### src/rtl/pll_reconfig_ctl.sv
// Run-time PLL retuning sequencer driving the Altera PLL reconfiguration Avalon-MM port.
// Optional fractional K write is enabled by defining PLL_RECONFIG_FRAC_EN.
module pll_reconfig_ctl #(
  parameter logic [15:0] LOCK_TIMEOUT = 16'd50000,
  parameter logic [3:0]  POLL_GAP     = 4'd8
) (
  input  logic        refclk,
  input  logic        rst_n,
  input  logic        req,
  input  logic [17:0] cfg_n,
  input  logic [17:0] cfg_m,
  input  logic [17:0] cfg_c,
  input  logic [4:0]  cfg_c_sel,
`ifdef PLL_RECONFIG_FRAC_EN
  input  logic [31:0] cfg_k,
`endif
  output logic        busy,
  output logic        done,
  output logic        error,
  output logic [5:0]  mgmt_address,
  output logic        mgmt_write,
  output logic        mgmt_read,
  output logic [31:0] mgmt_writedata,
  input  logic [31:0] mgmt_readdata,
  input  logic        mgmt_waitrequest,
  input  logic        pll_locked
);

  typedef enum logic [3:0] {
    IDLE,
    W_MODE,
    W_N,
    W_M,
`ifdef PLL_RECONFIG_FRAC_EN
    W_K,
`endif
    W_C,
    W_START,
    POLL,
    GAP,
    LOCK_WAIT,
    DONE,
    ERR
  } state_t;

  state_t      state_reg, state_next;
  logic [17:0] n_reg, m_reg, c_reg;
  logic [4:0]  c_sel_reg;
`ifdef PLL_RECONFIG_FRAC_EN
  logic [31:0] k_reg;
`endif
  logic [15:0] tmo_cnt_reg, tmo_cnt_next, tmo_inc;
  logic [3:0]  gap_cnt_reg, gap_cnt_next;
  logic        timed_out, xfer_ok, accept;

  logic        busy_next, done_next, error_next, write_next, read_next;
  logic [5:0]  addr_next;
  logic [31:0] data_next;

  // Only the status bit of the readback is meaningful.
  logic unused_readdata;
  assign unused_readdata = ^mgmt_readdata[31:1];

  assign accept    = (state_reg == IDLE) && req;
  assign xfer_ok   = !mgmt_waitrequest;
  assign tmo_inc   = (tmo_cnt_reg == 16'hFFFF) ? tmo_cnt_reg : tmo_cnt_reg + 16'd1;
  // Timeout fires on the edge where the count lands on LOCK_TIMEOUT.
  assign timed_out = (tmo_inc >= LOCK_TIMEOUT);

  always_comb begin
    state_next   = state_reg;
    tmo_cnt_next = tmo_cnt_reg;
    gap_cnt_next = gap_cnt_reg;
    case (state_reg)
      IDLE:   if (req) state_next = W_MODE;
      W_MODE: if (xfer_ok) state_next = W_N;
      W_N:    if (xfer_ok) state_next = W_M;
`ifdef PLL_RECONFIG_FRAC_EN
      W_M:    if (xfer_ok) state_next = W_K;
      W_K:    if (xfer_ok) state_next = W_C;
`else
      W_M:    if (xfer_ok) state_next = W_C;
`endif
      W_C: begin
        if (xfer_ok) begin
          state_next   = W_START;
          tmo_cnt_next = 16'd0;
        end
      end
      W_START: begin
        tmo_cnt_next = tmo_inc;
        if (timed_out)    state_next = ERR;
        else if (xfer_ok) state_next = POLL;
      end
      POLL: begin
        tmo_cnt_next = tmo_inc;
        if (timed_out) begin
          state_next = ERR;
        end else if (xfer_ok) begin
          if (mgmt_readdata[0]) begin
            state_next = LOCK_WAIT;
          end else begin
            state_next   = GAP;
            gap_cnt_next = 4'd0;
          end
        end
      end
      GAP: begin
        tmo_cnt_next = tmo_inc;
        if (timed_out) begin
          state_next = ERR;
        end else if (({1'b0, gap_cnt_reg} + 5'd1) >= {1'b0, POLL_GAP}) begin
          state_next = POLL;
        end else begin
          gap_cnt_next = gap_cnt_reg + 4'd1;
        end
      end
      LOCK_WAIT: begin
        tmo_cnt_next = tmo_inc;
        if (pll_locked)     state_next = DONE;
        else if (timed_out) state_next = ERR;
      end
      DONE:    state_next = IDLE;
      ERR:     state_next = IDLE;
      default: state_next = IDLE;
    endcase
  end

  // Outputs are decoded from the next state so they are registered yet aligned with it.
  always_comb begin
    busy_next  = (state_next != IDLE);
    done_next  = (state_next == DONE);
    error_next = error;
    if (accept)              error_next = 1'b0;
    if (state_next == ERR)   error_next = 1'b1;
    write_next = 1'b0;
    read_next  = 1'b0;
    addr_next  = 6'd0;
    data_next  = 32'd0;
    case (state_next)
      W_MODE: begin
        write_next = 1'b1;
        addr_next  = 6'd0;
        data_next  = 32'd0;
      end
      W_N: begin
        write_next = 1'b1;
        addr_next  = 6'd3;
        data_next  = {14'd0, n_reg};
      end
      W_M: begin
        write_next = 1'b1;
        addr_next  = 6'd4;
        data_next  = {14'd0, m_reg};
      end
`ifdef PLL_RECONFIG_FRAC_EN
      W_K: begin
        write_next = 1'b1;
        addr_next  = 6'd7;
        data_next  = k_reg;
      end
`endif
      W_C: begin
        write_next = 1'b1;
        addr_next  = 6'd5;
        data_next  = {9'd0, c_sel_reg, c_reg};
      end
      W_START: begin
        write_next = 1'b1;
        addr_next  = 6'd2;
        data_next  = 32'd1;
      end
      POLL: begin
        read_next = 1'b1;
        addr_next = 6'd1;
      end
      default: ;
    endcase
  end

  always_ff @(posedge refclk) begin
    if (!rst_n) begin
      state_reg      <= IDLE;
      n_reg          <= '0;
      m_reg          <= '0;
      c_reg          <= '0;
      c_sel_reg      <= '0;
`ifdef PLL_RECONFIG_FRAC_EN
      k_reg          <= '0;
`endif
      tmo_cnt_reg    <= '0;
      gap_cnt_reg    <= '0;
      busy           <= 1'b0;
      done           <= 1'b0;
      error          <= 1'b0;
      mgmt_write     <= 1'b0;
      mgmt_read      <= 1'b0;
      mgmt_address   <= '0;
      mgmt_writedata <= '0;
    end else begin
      state_reg   <= state_next;
      tmo_cnt_reg <= tmo_cnt_next;
      gap_cnt_reg <= gap_cnt_next;
      if (accept) begin
        n_reg     <= cfg_n;
        m_reg     <= cfg_m;
        c_reg     <= cfg_c;
        c_sel_reg <= cfg_c_sel;
`ifdef PLL_RECONFIG_FRAC_EN
        k_reg     <= cfg_k;
`endif
      end
      busy           <= busy_next;
      done           <= done_next;
      error          <= error_next;
      mgmt_write     <= write_next;
      mgmt_read      <= read_next;
      mgmt_address   <= addr_next;
      mgmt_writedata <= data_next;
    end
  end

endmodule

### config.mk
export PLATFORM = sky130hd
export DESIGN_NAME = pll_reconfig_ctl
export DESIGN_NICKNAME = d
export VERILOG_FILES = /design/src/rtl/pll_reconfig_ctl.sv
export SDC_FILE = /design/constraint.sdc
export NUM_CORES = 1
export LEC_CHECK = 0
export BUFFER_PORTS_ARGS = -buffer_cell sky130_fd_sc_hd__clkbuf_2
export CORE_MARGIN = 5
export CORE_UTILIZATION = 40
export CTS_CLUSTER_SIZE = 25
export DETAILED_ROUTE_END_ITERATION = 8
export PLACE_DENSITY = 0.73
export SLEW_MARGIN = 20
export SYNTH_ARGS = -nofsm -noshare
export SYNTH_HDL_FRONTEND = slang
export SYNTH_SLANG_ARGS = --single-unit
### constraint.sdc
create_clock -name refclk -period 7.4 [get_ports refclk]
set_input_delay 0.74 -clock refclk [delete_from_list [all_inputs] [get_ports refclk]]
set_output_delay 0.74 -clock refclk [all_outputs]
set_load 0.005 [all_outputs]
==> results.toml, run 1 <==
[cts]
clk_latency_ns = 0.42
cts_buffers = 17
cts-root-buf = "clkbuf_16"
ctsHoldBuffers = 0
htreeDepth = 4
cts_tree = "built"
clkTransAtPathRegs_ns = 0.05
postCtsSetupBuffers = 0
cts_sinks = 114
ctsResizeCount = 0
cts.path.max_buffers = 2

[timing]
finClkSkew_ns = 0.008404
period_share_pct = 59.38
slew_headroom_pct = 24.43
fmaxAchievable_mhz = 227.6
worst_pin_slew_ns = 1.134
slew_violations = 0
setup_viol = 0
tns_ns = 0
whs_ns = 0.4414
period_minus_slack_ns = 4.394
final-hold-violation-count = 0
rsz0062_at_grt = "no"

[grt]
gr-usage-all-layers_pct = 18.17
grt_pass1_wl_um = 23690
grt.met3_usage_pct = 5.588
grt_overflow = 0
met2_usage_pct = 28.38
first_global_vias = 4835
antenna_found_initial = 0
busiest_layer = "met2"
grt_max_degree = 84
globalRouteMet1Util_pct = 23.95

[logic_synthesis]
syn-cell-area_um2 = 5368
yosys_most_used_dff = "dfxtp_1"
synth_edf_count = 0
yosysSeqAreaShare_pct = 42.52
ys_warn_count = 0
avgSynthCellArea_um2 = 7.917
ys_types = 61
ys_seq_elements = 114
synth-async-reset-ratio_pct = 0
synthCells = 678

[pwr]
ir_drop_mv = 0.1498
p_leak_nw = 2.451
fin_total_pwr_mw = 2.024
power_density_nw_per_um2 = 317.3

[layout]
layout-drive-gt1-share_pct = 18.27
syn_to_final_growth_pct = 18.86
diodes = 0
instances_no_fill = 926
regMostFlops = "mgmt_writedata"
seq_area_um2 = 2282
largest_reg_flops = 23
fillers = 1287
design_area_um2 = 6380
fin_nets = 839
multiInputGateArea_um2 = 2774

[placed_design]
dp.cells = 897
gp_congestion = 0.8565
dpl-instance-area_um2 = 5812
dp_hpwl_um = 9623
portBuffers = 95

[detailed_routing]
drtIter0Drc = 382
viasPerCell = 5.536
detail_route.drc_violations = 0
drt-total-wl_um = 14600
via_count = 5126
routedWlPerCell_um = 15.76
antenna_left = 0
dr.pass1.iters = 7

[worst_setup_path]
end_kind = "flip-flop"
cp_slowest_cell = "a2111o_1"
critPathArrivalTime_ns = 4.67
path_cells = "nand4_1 -> nor2_1 -> a211oi_1 -> o32ai_1 -> a2111o_1 -> and2_1 -> nand2_1 -> nor3b_1"
r2r_end = "mgmt_read"
critical-path-top-delay-family = "simple AND/OR/NAND/NOR gates"
cp_data_required_time_ns = 7.68
slowest_delay_ns = 0.97
cp_max_fo = 38
rr_startpoint = "tmo_cnt_reg[12]"
rrSetupSlack_ns = 3.01
path_class = "flip-flop to flip-flop"
crit_path_start_kind = "flip-flop"
r2r.worst_path.cells = 8
cp_num_buf_inv = 0

[floorplan]
die_h_um = 125.8
pin_count = 139
dieArea_um2 = 15840
initial_core_util_pct = 40.69
die_w_um = 125.8
coreArea_um2 = 13190
row_count = 42

[worst_hold_path]
hold_path_class = "flip-flop to flip-flop"
hold_end = "gap_cnt_reg[3]"
min-delay-start = "gap_cnt_reg[3]"
hold_depth = 2

[run_status]
status = "completed"

[run]
maxCapViolCount = 0
## cell families (layout without fill, tap and decap cells)
group / after synthesis / count (layout) / synth area share, %
other cells: 1 / 12 / 0.06986
buf+inv: 75 / 136 / 6.760
xor+xnor: 5 / 5 / 0.8160
compound gates: 186 / 186 / 23.22
mux: 6 / 6 / 1.142
flops: 114 / 114 / 42.52
simple gates: 288 / 288 / 24.78
fa+ha+maj: 3 / 3 / 0.6994
## synthesized netlist by cell type (8+ instances only)
cell type / n / area [um2]
o2111ai_1: 18 / 157.7
nor3_1: 9 / 45.04
nor2_1: 32 / 120.1
dfxtp_1: 114 / 2282
a21boi_0: 13 / 97.59
buf_4: 14 / 105.1
and2_1: 9 / 56.30
nand2_1: 151 / 566.8
clkbuf_1: 35 / 131.4
nand3_1: 30 / 150.1
a21boi_1: 8 / 60.06
buf_2: 15 / 75.07
a211oi_1: 19 / 142.6
and3_1: 22 / 137.6
o21ai_0: 10 / 50.05
a21oi_1: 76 / 380.4
## final cells by class
cell class                 count  share of cell area, %
clock buffer                  22                  7.119
clock inverter                 7                  1.726
timing repair buffer         100                  8.041
inverter                       7                 0.4118
multi-input combinational    500                  43.48
tap                          176                  3.452
sequential                   114                  35.77
## routing by layer
layer | routed length [um] | vias to the layer above
li1 | - | 2509
met1 | 6792 | 2428
met2 | 6709 | 167
met3 | 844 | 22
met4 | 248 | 0
met5 | 0 | -
## stage by stage
step / utilization, % / setup slack (ns)
4_1_cts: 48.34 / 3.193
2_1_floorplan: - / 4.518
6_report: 48.37 / 3.006
3_3_place_gp: 44.06 / 3.284
5_1_grt: 48.37 / 2.698
3_5_place_dp: 44.06 / 3.227
## worst min-delay path, cell delays in order, from the launching register on
cell and delay (ns):
dfxtp_1 0.31, nand2_1 0.06, nor2_1 0.03
## layout by cell type, fill, tap and decap left out, types with 9 or more instances in the layout
cell	count
nand2_1	151
dfxtp_1	114
clkbuf_2	95
a21oi_1	76
nor2_1	32
nand3_1	29
and3_1	21
a211oi_1	19
o2111ai_1	18
clkbuf_16	17
a21boi_0	13
conb_1	12
o21ai_0	10
nor3_1	9
and2_1	9
## worst max path at each step
stage	to	cells past startpoint	from
2_1_floorplan	mgmt_write	10	tmo_cnt_reg[0]
6_report	mgmt_read	8	tmo_cnt_reg[12]
3_3_place_gp	mgmt_writedata[10]	8	tmo_cnt_reg[12]
3_5_place_dp	mgmt_read	8	tmo_cnt_reg[12]
5_1_grt	mgmt_read	8	tmo_cnt_reg[12]
4_1_cts	mgmt_read	8	tmo_cnt_reg[12]
## power breakdown
part	total, mW	switching (mW)	internal, mW
Sequential	0.730	0.0428	0.687
Combinational	0.495	0.353	0.142
Clock	0.799	0.270	0.529
Power figures use the tool's default switching activity.
==> inputs of run 2 (changes only) <==
==> constraint.sdc (replaced) <==
create_clock -name refclk -period 4.25 [get_ports refclk]
set_input_delay 0.425 -clock refclk [delete_from_list [all_inputs] [get_ports refclk]]
set_output_delay 0.425 -clock refclk [all_outputs]
set_load 0.005 [all_outputs]
==> run 2 against run 1 <==
Compared with the run above: clock-buffer cell count grew 3; setup slack worse by 2.2 ns; hold slack got worse by 0.21 ns; cell area increased by 0.96%; global-route usage decreased by 0.13 points; via count is essentially flat; core utilization rose by 0.46 points; largest cell class unchanged; highest routed layer unchanged.
==> results.toml, run 2 (synthesis results as in run 1) <==
[layout]
mostFrequentLayoutCells = "151 x nand2_1, 114 x dfxtp_1, 95 x clkbuf_2, 76 x a21oi_1, 32 x nor2_1"
syn_to_final_growth_pct = 20.00
layout-drive-gt1-share_pct = 19.15
fin_nets = 845
multiInputGateArea_um2 = 2774
regMostFlops = "mgmt_writedata"
layout_commonest_cell = "nand2_1"
seq_area_um2 = 2282
design_area_um2 = 6441
largest_reg_flops = 23
fillers = 1254
diodes = 0

[grt]
grt_pass1_wl_um = 23500
gr-usage-all-layers_pct = 18.04
antenna_found_initial = 0
first_global_vias = 4852
grt_max_degree = 60
grt_overflow = 0

[detailed_routing]
routedWlPerCell_um = 15.64
antenna_left = 0
viasPerCell = 5.498
via_count = 5130
drtIter0Drc = 351
dr.pass1.iters = 7
drt-total-wl_um = 14590
detail_route.drc_violations = 0

[worst_setup_path]
critPathArrivalTime_ns = 3.77
rr_startpoint = "tmo_cnt_reg[0]"
crit_path_start_kind = "flip-flop"
rrSetupSlack_ns = 0.78
r2r_end = "mgmt_writedata[1]"
cp_data_required_time_ns = 4.54
path_class = "flip-flop to flip-flop"
end_kind = "flip-flop"
cp_max_fo = 22
r2r.worst_path.cells = 8

[run]
maxCapViolCount = 0

[timing]
whs_ns = 0.2314
period_minus_slack_ns = 3.474
rsz0062_at_grt = "no"
period_share_pct = 81.73
final-hold-violation-count = 0
worst_pin_slew_ns = 0.9605
tns_ns = 0
slew_headroom_pct = 35.87
finClkSkew_ns = 0.004579
fmaxAchievable_mhz = 287.9
slew_violations = 0
setup_viol = 0

[placed_design]
dpl-instance-area_um2 = 5857
gp_congestion = 0.8874
dp_hpwl_um = 9861
portBuffers = 95

[floorplan]
initial_core_util_pct = 40.69
dieArea_um2 = 15840
die_h_um = 125.8
pin_count = 139
die_w_um = 125.8
coreArea_um2 = 13190
row_count = 42

[cts]
htreeDepth = 4
clkTransAtPathRegs_ns = 0.05
postCtsSetupBuffers = 0
ctsHoldBuffers = 0
ctsResizeCount = 0
cts-root-buf = "clkbuf_16"
cts_sinks = 114
cts_buffers = 17
cts.path.max_buffers = 2
clk_latency_ns = 0.41
cts_tree = "built"

[worst_hold_path]
hold_depth = 3
min-delay-start = "cfg_m[12]"
hold_end = "m_reg[12]"
hold_path_class = "input port to flip-flop"

[pwr]
ir_drop_mv = 0.3113
power_density_nw_per_um2 = 551.6
fin_total_pwr_mw = 3.553
p_leak_nw = 2.487

[run_status]
status = "completed"
==> run 2: cell count changes in the layout (fill, tap and decap cells not counted) <==
cell	before	now
clkinv_2	4	3
clkbuf_8	1	5
buf_4	5	11
clkbuf_1	4	3
bufinv_16	3	2
==> run 2: through the flow <==
| step | util (%) | instances | setup WS [ns] |
|---|---|---|---|
| finish | 48.83 | 933 | 0.7763 |
| global route | 48.83 | 933 | 0.5304 |
| CTS | 48.80 | 933 | 0.8180 |
| detailed placement | 44.40 | 903 | 0.8652 |
| global placement | 44.40 | 903 | 0.8589 |
| floorplan | - | 689 | 1.368 |
==> run 2: layout make-up <==
| cell class | count | area share (%) |
|---|---|---|
| tap | 176 | 3.419 |
| timing repair buffer | 106 | 8.664 |
| multi-input combinational | 500 | 43.07 |
| sequential | 114 | 35.43 |
| clock buffer | 25 | 7.848 |
| inverter | 7 | 0.4079 |
| clock inverter | 5 | 1.166 |
==> run 2: worst max path at each step <==
stage                         startpoint                  to  slack [ns]  cells after the start
after floorplan           tmo_cnt_reg[0]          mgmt_write        1.37                     10
after global placement    tmo_cnt_reg[0]   mgmt_writedata[1]        0.86                      8
after detailed placement  tmo_cnt_reg[0]  mgmt_writedata[17]        0.87                      8
after CTS                 tmo_cnt_reg[0]   mgmt_writedata[1]        0.82                      8
after global routing      tmo_cnt_reg[0]   mgmt_writedata[1]        0.53                      8
final                     tmo_cnt_reg[0]   mgmt_writedata[1]        0.78                      8
==> run 2: critical path, cell delays in order (launching register included) <==
cell	delay, ns
dfxtp_1	0.41
ha_1	0.20
nand3_1	0.24
or3_4	0.47
o41a_1	0.49
a2111oi_2	0.39
o21ba_2	0.56
a31oi_4	0.22
a211oi_1	0.36
==> run 2: layer usage <==
layer	GRT usage, %	wire length [um]	up-vias	part of all wire, %
met2	29.26	6883	182	47
li1	-	-	2527	-
met3	4.530	904	32	6.2
met5	0	0	-	0
met1	23.36	6515	2389	45
met4	6.562	285	0	2.0
==> run 2: where the power goes <==
group | total, mW | switching [mW] | internal [mW] | leakage, nW
sequential | 1.27 | 0.0751 | 1.20 | 0.928
combinational | 0.881 | 0.613 | 0.268 | 1.27
clock | 1.40 | 0.470 | 0.930 | 0.289
total | 3.55 | 1.16 | 2.39 | 2.49
